[src/rtl/rob_pkg.sv]
// Shared ROB parameters, bus payloads and the stored entry format.
// Sizes are for the production core. The block's entry count can be overridden per instance.
package rob_pkg;

    localparam int unsigned WIDTH     = 2;
    localparam int unsigned ROB_SIZE  = 32;
    localparam int unsigned PRF_SIZE  = 64;
    localparam int unsigned FL_SIZE   = 32;
    localparam int unsigned ARCH_REGS = 32;

    localparam int unsigned PW  = $clog2(PRF_SIZE);
    localparam int unsigned AW  = $clog2(ARCH_REGS);
    localparam int unsigned FLW = $clog2(FL_SIZE);
    localparam int unsigned NRW = $clog2(WIDTH + 1);

    typedef struct packed {
        logic          retire_en;
        logic [PW-1:0] t_hold;
    } rob_fl_packet_t;

    typedef struct packed {
        logic [PW-1:0]  t;
        logic [PW-1:0]  t_old;
        logic [AW-1:0]  dest_arch;
        logic           has_dest;
        logic           is_branch;
        logic [FLW-1:0] fl_head_next;
    } rob_disp_packet_t;

    typedef struct packed {
        logic          valid;
        logic [AW-1:0] dest_arch;
        logic [PW-1:0] t;
    } rob_retire_packet_t;

    typedef struct packed {
        logic             valid;
        logic             done;
        logic             mispred;
        rob_disp_packet_t pkt;
    } rob_entry_t;

    // Number of set bits in a per-slot enable vector.
    function automatic logic [NRW-1:0] popcnt(input logic [WIDTH-1:0] v);
        logic [NRW-1:0] r;
        r = '0;
        for (int unsigned i = 0; i < WIDTH; i++) r = r + NRW'(v[i]);
        return r;
    endfunction

endpackage

[src/rtl/rob_if.sv]
// ROB bus: dispatch/rename, CDB completion, freelist and arch-map retire, and rollback.
// The master is the surrounding pipeline and the slave is the ROB.
interface rob_if
    import rob_pkg::*;
#(
    parameter int unsigned N = ROB_SIZE
) ();
    localparam int unsigned IW = $clog2(N);
    localparam int unsigned CW = $clog2(N + 1);

    logic               [WIDTH-1:0]         disp_en;
    rob_disp_packet_t   [WIDTH-1:0]         disp_pack;
    logic               [WIDTH-1:0][IW-1:0] disp_rob_idx;
    logic               [CW-1:0]            free_slots;
    logic               [WIDTH-1:0]         cdb_en;
    logic               [WIDTH-1:0][IW-1:0] cdb_rob_idx;
    logic               [WIDTH-1:0]         cdb_mispredict;
    rob_fl_packet_t     [WIDTH-1:0]         rob_pack;
    rob_retire_packet_t [WIDTH-1:0]         retire_pack;
    logic                                   rollback_en;
    logic               [FLW-1:0]           recover_head;

    modport master (
        output disp_en, disp_pack, cdb_en, cdb_rob_idx, cdb_mispredict,
        input  disp_rob_idx, free_slots, rob_pack, retire_pack, rollback_en, recover_head
    );

    modport slave (
        input  disp_en, disp_pack, cdb_en, cdb_rob_idx, cdb_mispredict,
        output disp_rob_idx, free_slots, rob_pack, retire_pack, rollback_en, recover_head
    );

endinterface

[src/rtl/rob_retire_sel.sv]
// Retire selection: walks up to WIDTH entries from head and stops at the first one that is not done.
// A mispredicted branch retires by itself, and only in slot 0.
module rob_retire_sel
    import rob_pkg::*;
#(
    parameter  int unsigned N  = ROB_SIZE,
    localparam int unsigned IW = $clog2(N)
) (
    input  logic [IW-1:0]    head_i,
    input  logic [N-1:0]     valid_i,
    input  logic [N-1:0]     done_i,
    input  logic [N-1:0]     mispred_i,
    output logic [WIDTH-1:0] mask_o,
    output logic [NRW-1:0]   nret_o,
    output logic             rollback_o
);

    logic          stop;
    logic [IW-1:0] idx;

    always_comb begin
        mask_o     = '0;
        nret_o     = '0;
        rollback_o = 1'b0;
        stop       = 1'b0;
        idx        = head_i;
        for (int unsigned b = 0; b < WIDTH; b++) begin
            idx = head_i + IW'(b);
            if (!stop) begin
                if (!(valid_i[idx] && done_i[idx])) begin
                    stop = 1'b1;
                end else if (mispred_i[idx]) begin
                    // Older entries must drain first, so a branch in a later slot waits a cycle.
                    if (b == 0) begin
                        mask_o[0]  = 1'b1;
                        nret_o     = NRW'(1);
                        rollback_o = 1'b1;
                    end
                    stop = 1'b1;
                end else begin
                    mask_o[b] = 1'b1;
                    nret_o    = nret_o + NRW'(1);
                end
            end
        end
    end

endmodule

[src/rtl/rob.sv]
// Reorder buffer: a circular buffer that keeps renamed instructions in program order.
// It returns T_old to the freelist and retire data to the arch map, and it drives rollback on a mispredict.
module rob
    import rob_pkg::*;
#(
    parameter int unsigned N = ROB_SIZE
) (
    input  logic clock,
    input  logic reset,
    rob_if.slave bus
);
    localparam int unsigned IW = $clog2(N);
    localparam int unsigned CW = $clog2(N + 1);

    rob_entry_t ent_q [N];
    rob_entry_t ent_d [N];
    logic [IW-1:0] head_q, head_d, tail_q, tail_d;
    logic [CW-1:0] count_q, count_d;

    logic [CW-1:0]              free_slots;
    logic [N-1:0]               valid_v, done_v, mispred_v;
    logic [WIDTH-1:0]           ret_mask;
    logic [NRW-1:0]             nret, ndisp, ndisp_eff;
    logic                       rollback, disp_ok;
    logic [WIDTH-1:0][IW-1:0]   disp_idx, slot_idx;
    logic [IW-1:0]              disp_off;

    assign free_slots = CW'(N) - count_q;
    assign ndisp      = popcnt(bus.disp_en);
    assign disp_ok    = CW'(ndisp) <= free_slots;
    assign ndisp_eff  = disp_ok ? ndisp : '0;

    always_comb begin
        valid_v   = '0;
        done_v    = '0;
        mispred_v = '0;
        for (int unsigned i = 0; i < N; i++) begin
            valid_v[i]   = ent_q[i].valid;
            done_v[i]    = ent_q[i].done;
            mispred_v[i] = ent_q[i].mispred;
        end
    end

    // Active dispatch slots are packed onto consecutive entries starting at tail.
    always_comb begin
        disp_off = '0;
        disp_idx = '0;
        slot_idx = '0;
        for (int unsigned c = 0; c < WIDTH; c++) begin
            disp_idx[c] = tail_q + disp_off;
            slot_idx[c] = head_q + IW'(c);
            if (bus.disp_en[c]) disp_off = disp_off + IW'(1);
        end
    end

    rob_retire_sel #(.N(N)) u_retire_sel (
        .head_i    (head_q),
        .valid_i   (valid_v),
        .done_i    (done_v),
        .mispred_i (mispred_v),
        .mask_o    (ret_mask),
        .nret_o    (nret),
        .rollback_o(rollback)
    );

    always_comb begin
        ent_d   = ent_q;
        head_d  = head_q;
        tail_d  = tail_q;
        count_d = count_q;
        if (rollback) begin
            for (int unsigned i = 0; i < N; i++) begin
                ent_d[i].valid   = 1'b0;
                ent_d[i].done    = 1'b0;
                ent_d[i].mispred = 1'b0;
            end
            head_d  = '0;
            tail_d  = '0;
            count_d = '0;
        end else begin
            for (int unsigned c = 0; c < WIDTH; c++) begin
                if (bus.cdb_en[c] && ent_q[bus.cdb_rob_idx[c]].valid) begin
                    ent_d[bus.cdb_rob_idx[c]].done = 1'b1;
                    if (bus.cdb_mispredict[c]) ent_d[bus.cdb_rob_idx[c]].mispred = 1'b1;
                end
            end
            for (int unsigned b = 0; b < WIDTH; b++) begin
                if (ret_mask[b]) begin
                    ent_d[slot_idx[b]].valid   = 1'b0;
                    ent_d[slot_idx[b]].done    = 1'b0;
                    ent_d[slot_idx[b]].mispred = 1'b0;
                end
            end
            if (disp_ok) begin
                for (int unsigned c = 0; c < WIDTH; c++) begin
                    if (bus.disp_en[c]) begin
                        ent_d[disp_idx[c]] = '{valid: 1'b1, done: 1'b0, mispred: 1'b0,
                                               pkt: bus.disp_pack[c]};
                    end
                end
            end
            head_d  = head_q + IW'(nret);
            tail_d  = tail_q + IW'(ndisp_eff);
            count_d = count_q + CW'(ndisp_eff) - CW'(nret);
        end
    end

    always_ff @(posedge clock) begin
        if (reset) begin
            head_q  <= '0;
            tail_q  <= '0;
            count_q <= '0;
            for (int unsigned i = 0; i < N; i++) ent_q[i] <= '0;
        end else begin
            head_q  <= head_d;
            tail_q  <= tail_d;
            count_q <= count_d;
            ent_q   <= ent_d;
        end
    end

    // Retire outputs. A rollback cycle hands no physical registers back to the freelist.
    always_comb begin
        bus.rob_pack     = '0;
        bus.retire_pack  = '0;
        bus.rollback_en  = rollback;
        bus.recover_head = rollback ? ent_q[head_q].pkt.fl_head_next : '0;
        bus.free_slots   = free_slots;
        bus.disp_rob_idx = disp_idx;
        for (int unsigned b = 0; b < WIDTH; b++) begin
            if (ret_mask[b]) begin
                bus.rob_pack[b].retire_en     = ent_q[slot_idx[b]].pkt.has_dest & ~rollback;
                bus.rob_pack[b].t_hold        = rollback ? '0 : ent_q[slot_idx[b]].pkt.t_old;
                bus.retire_pack[b].valid      = ent_q[slot_idx[b]].pkt.has_dest;
                bus.retire_pack[b].dest_arch  = ent_q[slot_idx[b]].pkt.dest_arch;
                bus.retire_pack[b].t          = ent_q[slot_idx[b]].pkt.t;
            end
        end
    end

    a_disp_overflow: assert property (@(posedge clock) disable iff (reset)
                                      CW'(ndisp) <= free_slots);

endmodule

[src/flat_wrapper.sv]
// flat-port wrapper written by rule: the top's interface ports become plain ports
module rob_flat import rob_pkg::*;
#(
    parameter int unsigned N = ROB_SIZE
)
  (clock, reset, bus_disp_en, bus_disp_pack, bus_cdb_en, bus_cdb_rob_idx, bus_cdb_mispredict, bus_disp_rob_idx, bus_free_slots, bus_rob_pack, bus_retire_pack, bus_rollback_en, bus_recover_head);
  rob_if #(.N(N)) bus_i ();
  input  logic clock;
  input  logic reset;
  input wire logic [$bits(bus_i.disp_en)-1:0] bus_disp_en;
  input wire logic [$bits(bus_i.disp_pack)-1:0] bus_disp_pack;
  input wire logic [$bits(bus_i.cdb_en)-1:0] bus_cdb_en;
  input wire logic [$bits(bus_i.cdb_rob_idx)-1:0] bus_cdb_rob_idx;
  input wire logic [$bits(bus_i.cdb_mispredict)-1:0] bus_cdb_mispredict;
  output wire logic [$bits(bus_i.disp_rob_idx)-1:0] bus_disp_rob_idx;
  output wire logic [$bits(bus_i.free_slots)-1:0] bus_free_slots;
  output wire logic [$bits(bus_i.rob_pack)-1:0] bus_rob_pack;
  output wire logic [$bits(bus_i.retire_pack)-1:0] bus_retire_pack;
  output wire logic [$bits(bus_i.rollback_en)-1:0] bus_rollback_en;
  output wire logic [$bits(bus_i.recover_head)-1:0] bus_recover_head;
  assign bus_i.disp_en = bus_disp_en;
  assign bus_i.disp_pack = bus_disp_pack;
  assign bus_i.cdb_en = bus_cdb_en;
  assign bus_i.cdb_rob_idx = bus_cdb_rob_idx;
  assign bus_i.cdb_mispredict = bus_cdb_mispredict;
  assign bus_disp_rob_idx = bus_i.disp_rob_idx;
  assign bus_free_slots = bus_i.free_slots;
  assign bus_rob_pack = bus_i.rob_pack;
  assign bus_retire_pack = bus_i.retire_pack;
  assign bus_rollback_en = bus_i.rollback_en;
  assign bus_recover_head = bus_i.recover_head;
  rob #(.N(N)) u_core (.clock(clock), .reset(reset), .bus(bus_i));
endmodule
[config.mk]
export PLATFORM = sky130hd
export DESIGN_NAME = rob_flat
export DESIGN_NICKNAME = d
export VERILOG_FILES = /design/src/rtl/rob_pkg.sv /design/src/rtl/rob_if.sv /design/src/rtl/rob_retire_sel.sv /design/src/rtl/rob.sv /design/src/flat_wrapper.sv
export SDC_FILE = /design/constraint.sdc
export NUM_CORES = 2
export LEC_CHECK = 0
export BUFFER_PORTS_ARGS = -buffer_cell sky130_fd_sc_hd__buf_2
export CORE_ASPECT_RATIO = 2
export CORE_MARGIN = 2
export CORE_UTILIZATION = 45
export CTS_CLUSTER_SIZE = 25
export DETAILED_ROUTE_END_ITERATION = 8
export MAX_ROUTING_LAYER = met4
export PLACE_DENSITY = 0.58
export SLEW_MARGIN = 20
export SYNTH_ARGS = -nofsm -noshare
export SYNTH_HDL_FRONTEND = slang
export SYNTH_SLANG_ARGS = --single-unit
[constraint.sdc]
create_clock -name clock -period 17.1 [get_ports clock]
set_input_delay 3.42 -clock clock [delete_from_list [all_inputs] [get_ports clock]]
set_output_delay 3.42 -clock clock [all_outputs]
set_load 0.01 [all_outputs]
Yosys cells after proc, flatten, opt, wreduce, memory -nomap -nowiden. Index checks and enable logic that the tools add are counted.

Output and inout port bits: 60. Word-level logic and storage cells: 430. Bits of input ports: 66. Flip-flop bits (word level): 880.

Mux-type cells: 95. Magnitude comparators: 15. Bitwise logic cells: 9. Reductions and logical operators: 11. Add/sub/neg operators: 9.

Operators with widths (number): $mux W864 (15); $bwmux W864 (12); $demux W27 S5 (12); $bmux W27 S5 (4); $mux W27 (8); $mux W26 (4); $mux W25 (4); $mux W24 (4); $ge A6 B6 Y1 const B (6); $lt A6 B1 Y1 const B (6); $not A5 Y6 (6); $bmux W1 S5 (6); $mux W12 (2); $mux W1 (15); $mux W7 (2); $lt A5 B6 Y1 const B (2); $mux W6 (2); $add A5 B2 Y5 (2); $logic_and A1 B1 Y1 (10); $mux W2 (4); $add A6 B2 Y6 (1); $le A2 B6 Y1 (1); $sub A6 B2 Y6 (1); $sub A6 B6 Y6 const A (1); 8 further kinds (9).

Depth between registers and ports, before layout.
Depth after elaboration: 32. Gate-level depth with buffers: 28. Depth with buffers taken out: 20.

Hierarchy. From an unflattened synthesis, not the netlist that was laid out.

Cell total of the unflattened synthesis: 5166. Area, all modules: 51212.9 sq um.

Modules (own cells, without submodules): rob (area each 49846.6 sq um, instances 1, sequential area each 16976.3 sq um, cells each 4999); rob_retire_sel (area each 1366.3 sq um, instances 1, sequential area each 0.0 sq um, cells each 167).

Least setup slack after synthesis. OpenSTA, ideal clock, no wires.

Path kind: register to output. Start point: register u_core.head_q[1]. End point: output bus_rob_pack[7]. Data arrival time: 4.657 ns. Setup slack: 9.023 ns. Stages on the path, launching flop included: 18. Path buffers: 11. Required time: 13.680 ns. Cell sequence: dfxtp_1 -> buf_6 -> buf_2 -> buf_2 -> buf_1 -> buf_1 -> inv_1 -> ha_1 -> buf_2 -> buf_4 -> buf_2 -> buf_2 -> buf_2 -> clkbuf_1 -> mux4_2 -> mux4_2 -> a21oi_1 -> nor2_1.

Word-level cells in the longest chain between the ends: 7. Elaborated cells between the ends (all ways): 27. Classes of those cells: add/sub: 1; mux: 23; bitwise: 1; reduce/logical: 2.

RTL lines: from (decl) (line rob.sv:17) `logic [IW-1:0] head_q, head_d, tail_q, tail_d;`; from (signal assigned) (line rob.sv:110) `head_q <= '0;`; from (signal assigned) (line rob.sv:115) `head_q <= head_d;`; $add A5 B1 Y5 (line rob_retire_sel.sv:28, rob.sv:51); $bmux W1 S5 (tied with other cells) (line rob_retire_sel.sv:32) `end else if (mispred_i[idx]) begin`; $mux W1 (not written as such) (tied with other cells) (line rob_retire_sel.sv:32); $mux W1 (tied with other cells) (line rob_retire_sel.sv:32); $mux W1 / $mux W24 (equally long branches); $mux W1 / $mux W6 (equally long branches) (line rob_retire_sel.sv:29, rob.sv:133); $mux W7 (*) (line rob.sv:131) `if (ret_mask[b]) begin`; to (decl) (line flat_wrapper.sv:17) `output wire logic [$bits(bus_i.rob_pack)-1:0] bus_rob_pack;`.

Every way passes the cells marked *; elsewhere a longest branch is shown, timed or not. The select of a mux whose other input is x is not followed.

Worst setup path in the final report.
Start point: register u_core.head_q[1]. End point: output bus_retire_pack[23].

Word-level cells in the longest chain between the ends: 7. Elaborated cells between the ends (all ways): 25. Classes of those cells: add/sub: 1; mux: 21; bitwise: 1; reduce/logical: 2.

RTL lines: $add A5 B1 Y5 (line rob_retire_sel.sv:28, rob.sv:51); $bmux W1 S5, on equally long branches (line rob_retire_sel.sv:32, rob_retire_sel.sv:30); $mux W1, on equally long branches (line rob_retire_sel.sv:32, rob_retire_sel.sv:30); $mux W1 / $logic_and A1 B1 Y1 (equally long branches) (line rob_retire_sel.sv:32, rob_retire_sel.sv:30); $mux W1 (line rob_retire_sel.sv:30) `if (!(valid_i[idx] && done_i[idx])) begin`; $mux W1 (line rob_retire_sel.sv:29) `if (!stop) begin`; $mux W12 (*) (line rob.sv:131); to (decl) (line flat_wrapper.sv:18) `output wire logic [$bits(bus_i.retire_pack)-1:0] bus_retire_pack;`.

Marks and branches as above.

==> results.json <==
{
  "min_from": "u_core.ent_q[861]",
  "h-tree-depth": 3,
  "die_y_microns": 486,
  "tritoncts": "done",
  "finalCritPeriodShare_pct": 60.7,
  "drt_wl_total_microns": 257000,
  "worst_pin_slew_ns": 1.29,
  "hold_buffers": 0,
  "area_growth_pct": 7.34,
  "syn_inst": 5635,
  "grt_max_degree": 188,
  "synth-main-ff-cell": "dfxtp_1",
  "holdPathStages": 1,
  "power.total_mw": 5.09,
  "wire_per_inst_microns": 36.9,
  "powerDensity_mw_per_mm2": 90.9,
  "drc": 0,
  "root_buffer": "clkbuf_16",
  "cp_data_arrival_time_ns": 6.96,
  "first_pass_iters": 7,
  "ys_seq_area_share_pct": 32.5,
  "die_w_microns": 245,
  "synth-edff-count": 0,
  "hold_path_class": "reg2reg",
  "grt_usage_pct": 44.6,
  "synth_area_leader_cell": "dfxtp_1",
  "max_freq_mhz": 96.3,
  "layout-drive-gt1-share_pct": 17.1,
  "slew_headroom_pct": 14.0,
  "final_util_pct": 48.7,
  "clock-sinks": 848,
  "power.leakage_nw": 17.5,
  "yosysWarnings": 0,
  "viasPerCell": 7.12,
  "grt_pass1_vias": 47200,
  "fin_skew_ns": 0.0448,
  "place_congestion": 1.08,
  "worstPathRequired_ns": 13.68,
  "clk_pin_slew_worst_paths_ns": 0.07,
  "setup_tns_ns": 0,
  "place_inst": 6754,
  "r2r_cells": 22,
  "min_delay_worst_endpoint": "u_core.ent_q[861]",
  "r2r_start": "u_core.head_q[2]",
  "postCtsResizedCells": 0,
  "startpoint_type": "flop",
  "finalHoldViolations": 0,
  "reg2reg_to": "u_core.count_q[5]",
  "clk-insertion-delay-late_ns": 0.73,
  "die_area_sq_mm": 0.119,
  "dr_total_vias": 49600,
  "synth_top_area_share_pct": 32.5,
  "ys_async_sr_fraction_pct": 0,
  "worst_slack_ns": 6.72,
  "cap_violations": 0,
  "antenna_left": 0,
  "rows": 176,
  "dp_slack_ns": 7.72,
  "worst_setup_path_end_kind": "primary output",
  "ys_types": 92,
  "grt_pass1_wl_microns": 364000,
  "cts_made_buffers": 83,
  "nets": 5422,
  "ys_ff_latch": 848,
  "drtIter0Drc": 6637,
  "crit_fanout": 29,
  "synth.avg_cell_area_sq_um": 9.26,
  "core_sq_mm": 0.115,
  "critical_path_class": "reg2out",
  "rsz0062_at_grt": "false",
  "slew_violations": 0,
  "port_buffers": 123,
  "fin_crit_ns": 10.38,
  "ir_drop_uv": 77.7,
  "overflow": 0,
  "outcome": "finished clean",
  "stdcell_count": 6960,
  "dp_hpwl_microns": 157000,
  "setup_viol": 0,
  "ioPinCount": 126,
  "syn_nets": 5730,
  "yosysMostFrequentCell": "nor2_1",
  "rrSetupSlack_ns": 10.09,
  "synthTopCellsByCount": "nor2_1 (1056), dfxtp_1 (848), a211oi_1 (645)",
  "ctsLongestPathBuffers": 3,
  "postCtsSetupBuffers": 0,
  "start_util_pct": 45.4,
  "synthesis.area_sq_mm": 0.0522,
  "synth_area_leaders": "dfxtp_1 (33%), mux4_2 (16%), mux2i_1 (11%), a211oi_1 (9.3%), nor2_1 (7.6%)",
  "grt_antenna_before_repair": 48
}
## logic make-up (layout without fill, tap and decap cells)
family | count (synthesis) | count (layout) | share of synthesized area (%)
multiplexers | 965 | 965 | 27.5
XOR/XNOR | 22 | 22 | 0.384
AO/OA/AOI/OAI | 1396 | 1396 | 18.8
buffers and inverters | 723 | 478 | 6.22
flip-flops | 848 | 848 | 32.5
adder cells (fa/ha/maj) | 29 | 29 | 0.753
other | 0 | 57 | 0
AND/OR/NAND/NOR | 1652 | 1652 | 13.8
## layout make-up
cell class	count	area, sq um
Inverter	64	243
Multi-Input combinational cell	4064	32300
Sequential cell	848	17000
Fill cell	11100	58900
Clock buffer	115	2370
Tap cell	1513	1890
Timing Repair Buffer	266	1710
Antenna cell	57	143
Clock inverter	33	322
## flip-flops by register name (all words and copies together) (netlist names)
signal and flops:
u_core.tail_q 5, u_core.done_v 32, u_core.count_q 6, u_core.head_q 5, u_core.ent_q 800
## worst max path at each step
stage	slack (ns)	depth (start not counted)	from	end
final	6.72	13	u_core.head_q[1]	bus_retire_pack[23]
after global routing	6.65	10	u_core.head_q[0]	bus_rob_pack[9]
after CTS	6.97	10	u_core.head_q[0]	bus_rob_pack[9]
after detailed placement	7.72	10	u_core.head_q[0]	bus_rob_pack[9]
after global placement	7.77	10	u_core.head_q[0]	bus_rob_pack[9]
after floorplan	9.02	17	u_core.head_q[1]	bus_rob_pack[7]
## report_power, final
| group | internal [mW] | total (mW) | switching (mW) |
|---|---|---|---|
| Clock | 1.05 | 1.94 | 0.892 |
| Sequential | 2.08 | 2.16 | 0.0829 |
| Combinational | 0.335 | 0.995 | 0.660 |
## metal layers
layer | track usage [%] | up-vias | part of all wire (%)
li1 | - | 20600 | -
met3 | 16.1 | 1320 | 11
met1 | 47.3 | 24100 | 33
met4 | 41.3 | 0 | 12
met2 | 64.3 | 3514 | 44
met5 | - | - | 0
## through the flow
stage / hold WS (ns) / area, sq um
finish: 0.489 / 56000
global route: 0.516 / 56000
CTS: 0.489 / 55800
detailed placement: 0.476 / 53100
global placement: 0.473 / 53100
floorplan: 0.452 / 52200
## critical path: stages (launching register included)
cell and delay, ns:
dfxtp_4 0.51, buf_4 0.56, ha_1 0.25, buf_4 0.32, xor2_2 0.15, buf_4 0.42, nand2_1 0.21, inv_1 0.57
a222oi_1 0.35, a21oi_2 0.21, buf_4 0.33, nand3_2 0.82, nor4_1 1.14, buf_2 0.28
## cell usage in the layout, fill, tap and decap left out, types with 33 or more instances in the layout
master and n:
o21ai_0 75, nor3_1 61, nand3_1 67, buf_4 142, a211oi_1 644, mux2i_1 570
o22ai_1 166, nand2_1 257, clkbuf_16 86, a311oi_1 75, buf_2 122, dfxtp_1 845
a221oi_1 33, nor2_1 1035, a21oi_1 237, mux4_2 375, diode_2 57, inv_1 58
Note: power is estimated with default switching activity, not from simulation.
